==> config.mk <==
export PLATFORM = sky130hd
export DESIGN_NAME = mult_shift_add
export DESIGN_NICKNAME = d
export VERILOG_FILES = /design/src/rtl/mult_shift_add.sv
export SDC_FILE = /design/constraint.sdc
export NUM_CORES = 1
export LEC_CHECK = 0
export CORE_ASPECT_RATIO = 0.6
export CORE_MARGIN = 2
export CORE_UTILIZATION = 40
export CTS_CLUSTER_DIAMETER = 100
export DETAILED_ROUTE_END_ITERATION = 8
export HOLD_SLACK_MARGIN = 0.12
export PLACE_DENSITY = 0.82
export SKIP_LAST_GASP = 1
export SLEW_MARGIN = 20
export SYNTH_ARGS = -nofsm -noshare
export SYNTH_HDL_FRONTEND = slang
export SYNTH_SLANG_ARGS = --single-unit
export TNS_END_PERCENT = 50
==> constraint.sdc <==
create_clock -name clk -period 3 [get_ports clk]
set_input_delay 0.75 -clock clk [delete_from_list [all_inputs] [get_ports clk]]
set_output_delay 0.75 -clock clk [all_outputs]
set_load 0.03 [all_outputs]
==> src/rtl/mult_shift_add.sv <==
// Sequential unsigned shift-and-add multiplier driving an external ripple-carry adder.
// One partial product is folded in per cycle; a WIDTH x WIDTH product takes WIDTH iterations.
module mult_shift_add #(
    parameter int WIDTH = 4
) (
    input  logic               clk,
    input  logic               rst,
    input  logic               start,
    input  logic [WIDTH-1:0]   a,
    input  logic [WIDTH-1:0]   b,
    output logic [WIDTH-1:0]   add_num1,
    output logic [WIDTH-1:0]   add_num2,
    input  logic [WIDTH-1:0]   add_resul,
    input  logic               add_cout,
    output logic               busy,
    output logic               done,
    output logic [2*WIDTH-1:0] product
);

    localparam int CW = $clog2(WIDTH + 1);

    typedef enum logic [1:0] {
        IDLE = 2'd0,
        RUN  = 2'd1,
        DONE = 2'd2
    } state_t;

    state_t              state, state_nxt;
    logic                accept;
    logic                last_iter;
    logic [WIDTH-1:0]    mcand;
    logic [WIDTH-1:0]    acc_hi;
    logic [WIDTH-1:0]    acc_lo;
    logic [CW-1:0]       cnt;
    logic [2*WIDTH-1:0]  acc_shifted;

    assign last_iter   = (cnt == CW'(WIDTH - 1));
    // Carry-out lands in the accumulator MSB, so the shifted sum never overflows.
    assign acc_shifted = {add_cout, add_resul, acc_lo[WIDTH-1:1]};

    assign add_num1 = acc_hi;
    assign add_num2 = acc_lo[0] ? mcand : '0;

    always_comb begin
        state_nxt = state;
        accept    = 1'b0;
        busy      = 1'b0;
        done      = 1'b0;
        case (state)
            IDLE: begin
                if (start) begin
                    accept    = 1'b1;
                    state_nxt = RUN;
                end
            end
            RUN: begin
                busy = 1'b1;
                if (last_iter) begin
                    state_nxt = DONE;
                end
            end
            DONE: begin
                done = 1'b1;
                if (start) begin
                    accept    = 1'b1;
                    state_nxt = RUN;
                end else begin
                    state_nxt = IDLE;
                end
            end
            default: state_nxt = IDLE;
        endcase
    end

    always_ff @(posedge clk) begin
        if (rst) begin
            state   <= IDLE;
            mcand   <= '0;
            acc_hi  <= '0;
            acc_lo  <= '0;
            cnt     <= '0;
            product <= '0;
        end else begin
            state <= state_nxt;
            if (accept) begin
                mcand  <= a;
                acc_hi <= '0;
                acc_lo <= b;
                cnt    <= '0;
            end else if (state == RUN) begin
                {acc_hi, acc_lo} <= acc_shifted;
                cnt              <= cnt + CW'(1);
                if (last_iter) begin
                    product <= acc_shifted;
                end
            end
        end
    end

endmodule

After elaboration in Yosys (flattened, before gate mapping) --
Index checks and enable logic that the tools add are counted.
Storage, ports and cells: bits in registers 25, output and inout bits 18, word-level logic and storage cells 30
Cells by class: add/subtract/negate cells 1, equality and inequality tests 5, multiplexer cells 11, bitwise logic cells 1, reductions and logical operators 6
Operators with widths (count):
- $mux W4 | 3
- $pmux W2 S3 | 1
- $mux W1 | 5
- $mux W2 | 2
- $ne A2 B2 Y1 const B | 2
- $reduce_or A2 Y1 | 2
- $add A3 B1 Y3 const B | 1
- $eq A3 B2 Y1 const B | 1
- $reduce_and A3 Y1 | 1
- $eq A2 B1 Y1 const B | 1
- $eq A2 B2 Y1 const B | 1
- $logic_not A2 Y1 | 1
- $reduce_and A2 Y1 | 1
- $reduce_bool A2 Y1 | 1
- $not A1 Y1 | 1

Longest topological paths before layout --
Gate-level depths: netlist (run 1).
word-level depth 5, mapped depth 6

Least setup slack after synthesis (run 1) --
OpenSTA, ideal clock, no wires.
path kind reg2out, start point reg state[1], end point out done, arrival 766 ps, path slack 1484 ps, cell stages (with the launch flop) 2, path buffers 0, cell sequence dfxtp_1 -> nor2b_1
Between the ends: longest elaborated chain between the ends 2
Ends and longest elaborated chain:
- from (decl) | RTL line 28 | state_t state, state_nxt;
- from (signal assigned) | RTL line 84 | state <= state_nxt;
- $eq A2 B2 Y1 | RTL line 49 | case (state)
- $mux W1 | RTL line 49
- to (decl) | RTL line 16 | output logic done,
No other way between the ends.

Worst setup path after layout (run 1) --
start point reg state[0], end point out busy
Between the ends: longest elaborated chain between the ends 2
Ends and longest elaborated chain:
- $eq A2 B1 Y1 | RTL line 49
- $mux W1 | RTL line 49
- to (decl) | RTL line 15 | output logic busy,
No other way between the ends.

==> flow_summary_export.csv, run 1 <==
group,metric,value,unit
power_and_ir_drop,leakagePower,0.484,nW
finish,nets,167,
logic_synthesis,yosysWarningCount,0,
power_and_ir_drop,ir_drop,0.189,mV
floorplan,die_w,67.9,um
min_path,hold_end,"product[6]",
logic_synthesis,ys_top_cells_by_area,"dfxtp_1, nand2_1, a21oi_1",
worst_setup_path,crit_path_max_fanout,11,
logic_synthesis,avgSynthCellArea,8.38,um2
finish,fillers,183,
logic_synthesis,synth_cells,117,
logic_synthesis,netlist.area_leader.share,51.0,%
floorplan,fp.dieArea,0.00288,mm2
logic_synthesis,yosys_register_bits,25,
drt,viasPerCell,5.13,
finish,drive_gt1_share,5.41,%
power_and_ir_drop,p_total,0.650,mW
floorplan,start_util,43.7,%
drt,wirelength,2.41,mm
timing,slew_headroom,63.9,%
timing,skew,1.75,ps
finish,antenna_cells,0,
placement,numPortBuffers,33,
timing,min_period_over_period,83.3,%
job,maxCapViolations,0,
finish,areaGrowthSynthToFinish,39.0,%
logic_synthesis,synth_ff_type,"dfxtp_1",
min_path,holdPathStages,2,
floorplan,fp-row-count,13,
floorplan,die_h,42.4,um
clock_tree,ctsHoldBuffers,0,
timing,tns,0,ps
global_routing,grt_pass1_wl,3.93,mm
clock_tree,clk_latency,270,ps
logic_synthesis,synth_nets,135,
global_routing,antenna_found_initial,0,
worst_setup_path,slowest_delay,680,ps
worst_setup_path,cp-start-kind,"flop",
logic_synthesis,synthArstFlopShare,0,%
worst_setup_path,cpMaxStageDelayCell,"clkdlybuf4s50_1",
global_routing,grt_use_total,18.3,%
drt,drc,0,
timing,worst_pin_slew,540,ps
power_and_ir_drop,powerDensity,476,mW/mm2
clock_tree,post_cts.repair.setup_buffers,0,
logic_synthesis,yosysSeqAreaShare,51.0,%
min_path,hold_path.class,"flop to flop",
finish,fin_area,0.00136,mm2
placement,place_congestion,0.744,
status,status,"finished clean",
global_routing,grt_start_max_net_pins,21,
placement,dpl.hpwl,1.78,mm
clock_tree,cts_buffer_depth,2,
floorplan,ioPinCount,34,
clock_tree,clkTransAtPathRegs,80,ps
drt,ant_nets,0,
worst_setup_path,end_kind,"output pin",
clock_tree,tritoncts,"done",
worst_setup_path,arrival,1750,ps
worst_setup_path,crit_chain,"nand2b_1 -> inv_2 -> clkdlybuf4s50_1",
timing,clock.fmax,400,MHz
timing,maxSlewViolCount,0,
global_routing,overflow,0,
logic_synthesis,synth-edff-count,0,
clock_tree,ctsResizeCount,0,
drt,first_iter_violations,95,
logic_synthesis,synthDistinctLibCells,22,
worst_setup_path,rr_worst_depth,5,
finish,layout_common_cells,"clkdlybuf4s50_1, nand2_1, dfxtp_1, a21oi_1",
worst_setup_path,cp.required,2250,ps
drt,vias,914,
worst_setup_path,rr_startpoint,"cnt[0]",
logic_synthesis,yosys.area.top_type,"dfxtp_1",
global_routing,grt_pass1_vias,853,
timing,period_needed,2500,ps
timing,setup_violations,0,
floorplan,core,0.00224,mm2
drt,drt_pass1_iterations,4,
worst_setup_path,rr_endpoint,"product[7]",
drt,wl_per_cell,13.6,um
clock_tree,htree_levels,1,
worst_setup_path,ff2ff_setup_slack,1350,ps
clock_tree,clkSinkCount,25,
clock_tree,clockRootBuffer,"clkbuf_8",
clock_tree,numCtsBuffers,3,
logic_synthesis,syn-cell-area,981,um2
min_path,holdCritStartpoint,"product[6]",
timing,rsz0062_at_grt,"false",
worst_setup_path,worstSetupPathType,"flop to output pin",
timing,finalHoldViolations,0,
placement,dpl_cell_area,0.00132,mm2
finish,final_common_cell,"clkdlybuf4s50_1",
[cells in the mapped netlist (3+ instances only)]
master	n
a21oi_1	17
and2_1	4
buf_2	3
buf_4	3
dfxtp_1	25
nand2_1	26
nand3_1	8
nor2_1	4
nor3_1	8
o22ai_1	4
[registers in the layout, indices dropped and copies added, names as in the netlist]
name,count
cnt,3
product,8
acc_lo,4
mcand,4
state,2
add_num1,4
[power by group]
group / switching [mW] / internal, mW / total (mW)
clock: 0.102 / 0.0949 / 0.197
combinational: 0.0517 / 0.0448 / 0.0964
sequential: 0.0103 / 0.346 / 0.356
[worst max-delay path by stage]
| stage | start | endpoint | slack, ps | cells past startpoint |
|---|---|---|---|---|
| global placement | state[1] | busy | 870 | 3 |
| detailed placement | state[0] | busy | 810 | 3 |
| global route | state[0] | busy | 380 | 3 |
| floorplan | state[1] | done | 1480 | 1 |
| CTS | state[0] | busy | 500 | 3 |
| finish | state[0] | busy | 500 | 3 |
[routing by layer]
metal | part of all wire, % | GRT usage (%)
met4 | 0.75 | 3.20
met5 | 0 | 0
met3 | 8.1 | 5.91
met2 | 46 | 30.3
met1 | 46 | 23.5
[final cells by class]
cell class              count  area, um2  area share, %
flip-flops and latches     25        500           36.7
multi-input cells          82        428           31.4
repair buffers             35        345           25.3
clock buffers               4       45.0           3.30
well taps                  30       37.5           2.75
inverters                   2       7.51          0.550
[cell families after synthesis]
| kind of cell | share of synthesized area (%) |
|---|---|
| and+or+nand+nor | 26.9 |
| DFF | 51.0 |
| xor gates and xnor gates | 0.893 |
| AOI/OAI and AO/OA | 13.3 |
| buffers and inverters | 5.36 |
| adders and majority gates | 2.55 |
[critical path: cells and delay by family, from the launching register on]
family,cells,cell delay (ps)
flops,1,390
simple gates,1,280
buf+inv,2,810
[through the flow]
stage | util (%) | cells | hold WS (ps) | worst slack (ps)
2_1_floorplan | - | 117 | 432 | 1480
3_3_place_gp | 58.8 | 174 | 438 | 867
3_5_place_dp | 58.8 | 174 | 448 | 808
4_1_cts | 60.8 | 178 | 460 | 499
5_1_grt | 60.8 | 178 | 478 | 384
6_report | 60.8 | 178 | 456 | 502
Power figures use the tool's default switching activity.
==> inputs of run 2 (changes only) <==
==> constraint.sdc (replaced) <==
create_clock -name clk -period 2.3 [get_ports clk]
set_input_delay 0.575 -clock clk [delete_from_list [all_inputs] [get_ports clk]]
set_output_delay 0.575 -clock clk [all_outputs]
set_load 0.03 [all_outputs]
==> run 2 against run 1 <==
Net effect: cell count increased by 1.1%; non-clock buffer count increased by 2; die area is the same; core utilization increased by 0.84 points; power increased by 32%; clock-buffer cell count shrank 1; hold slack improved by 6.9 ps.
==> flow_summary_export.csv, run 2 (synthesis gave the netlist of run 1 again) <==
group,metric,value,unit
status,status,"finished clean",
worst_setup_path,slowest_delay,700,ps
clock_tree,ctsHoldBuffers,0,
finish,largest_reg_flops,8,
timing,fin_ws,174,ps
clock_tree,numCtsBuffers,3,
floorplan,fp.dieArea,0.00288,mm2
clock_tree,clkSinkCount,25,
timing,skew,8.17,ps
worst_setup_path,crit_path_max_fanout,5,
global_routing,grt_pass1_wl,4.04,mm
timing,whs,463,ps
worst_setup_path,path_buf_inv,1,
clock_tree,post_cts.repair.setup_buffers,0,
floorplan,ioPinCount,34,
drt,wirelength,2.41,mm
worst_setup_path,rr_endpoint,"product[6]",
worst_setup_path,rr_startpoint,"cnt[0]",
worst_setup_path,path_depth,2,
timing,slew_headroom,65.9,%
drt,wl_per_cell,13.4,um
min_path,holdPathStages,2,
drt,drc,0,
worst_setup_path,cp-start-kind,"flop",
finish,regMostFlops,"product",
worst_setup_path,arrival,1550,ps
power_and_ir_drop,ir_drop,0.443,mV
min_path,hold_path.class,"flop to flop",
floorplan,core,0.00224,mm2
finish,post-route-util,61.6,%
timing,worst_pin_slew,510,ps
global_routing,grt_start_max_net_pins,21,
clock_tree,tritoncts,"done",
clock_tree,htree_levels,1,
worst_setup_path,end_kind,"output pin",
min_path,hold_end,"mcand[1]",
min_path,holdCritStartpoint,"mcand[1]",
floorplan,start_util,43.7,%
clock_tree,clk_latency,270,ps
timing,finalHoldViolations,0,
floorplan,die_h,42.4,um
placement,numPortBuffers,33,
finish,areaGrowthSynthToFinish,40.9,%
worst_setup_path,crit_family,"buffers and inverters",
timing,maxSlewViolCount,0,
worst_setup_path,rr_worst_depth,5,
worst_setup_path,cp.required,1730,ps
timing,setup_violations,0,
worst_setup_path,crit_chain,"and2_1 -> clkdlybuf4s50_1",
finish,layout_common_cells,"clkdlybuf4s50_1, nand2_1, dfxtp_1, a21oi_1",
global_routing,overflow,0,
finish,final_common_cell,"clkdlybuf4s50_1",
finish,nets,169,
global_routing,antenna_found_initial,0,
clock_tree,clockRootBuffer,"clkbuf_8",
placement,place_ws,504,ps
drt,viasPerCell,5.04,
worst_setup_path,cpMaxStageDelayCell,"clkdlybuf4s50_1",
timing,clock.fmax,470,MHz
worst_setup_path,worstSetupPathType,"flop to output pin",
finish,antenna_cells,0,
drt,drt_pass1_iterations,4,
drt,first_iter_violations,104,
floorplan,fp-row-count,13,
global_routing,grt_pass1_vias,859,
clock_tree,ctsResizeCount,0,
placement,place_congestion,0.819,
clock_tree,clkTransAtPathRegs,90,ps
finish,drive_gt1_share,7.33,%
job,maxCapViolations,0,
placement,dpl.hpwl,1.71,mm
floorplan,die_w,67.9,um
drt,vias,907,
timing,rsz0062_at_grt,"false",
timing,period_needed,2130,ps
drt,ant_nets,0,
power_and_ir_drop,leakagePower,0.493,nW
power_and_ir_drop,powerDensity,621,mW/mm2
timing,tns,0,ps
worst_setup_path,ff2ff_setup_slack,910,ps
clock_tree,cts_buffer_depth,2,
timing,min_period_over_period,92.5,%
global_routing,grt_use_total,18.5,%
==> run 2: how the worst max path moves through the flow <==
stage	startpoint	end	slack, ps
global route	acc_lo[0]	add_num2[3]	100
finish	acc_lo[0]	add_num2[3]	170
CTS	acc_lo[0]	add_num2[3]	180
floorplan	state[1]	done	960
detailed placement	start	mcand[1]	500
global placement	state[0]	busy	520
==> run 2: stage by stage <==
stage	area (um2)	cells	total power, mW
global route	1380	180	0.901
floorplan	981	117	0.548
finish	1380	180	0.858
detailed placement	1330	176	0.599
CTS	1380	180	0.861
global placement	1330	176	0.596
==> run 2: area by class of cell <==
class                   count  area, um2
multi-input cells          82        428
well taps                  30       37.5
fillers                   194        862
flip-flops and latches     25        500
clock inverters             1       7.51
inverters                   2       7.51
repair buffers             37        360
clock buffers               3       41.3
==> run 2: report_power, final <==
part           internal (mW)  switching, mW
logic                 0.0603         0.0658
clock network          0.123          0.145
registers              0.451         0.0135
total                  0.634          0.224
==> run 2: layer usage <==
layer	global-route usage [%]	routed length (um)	up-vias
li1	-	-	454
met1	25.8	1130	410
met4	4.40	49	0
met2	28.0	1080	39
met3	5.38	151	4
met5	0	0	-
==> run 2: worst min-delay path, cell delays in order (launching register included) <==
cell	delay, ps
dfxtp_1	320
nand2_1	50
a21oi_1	60
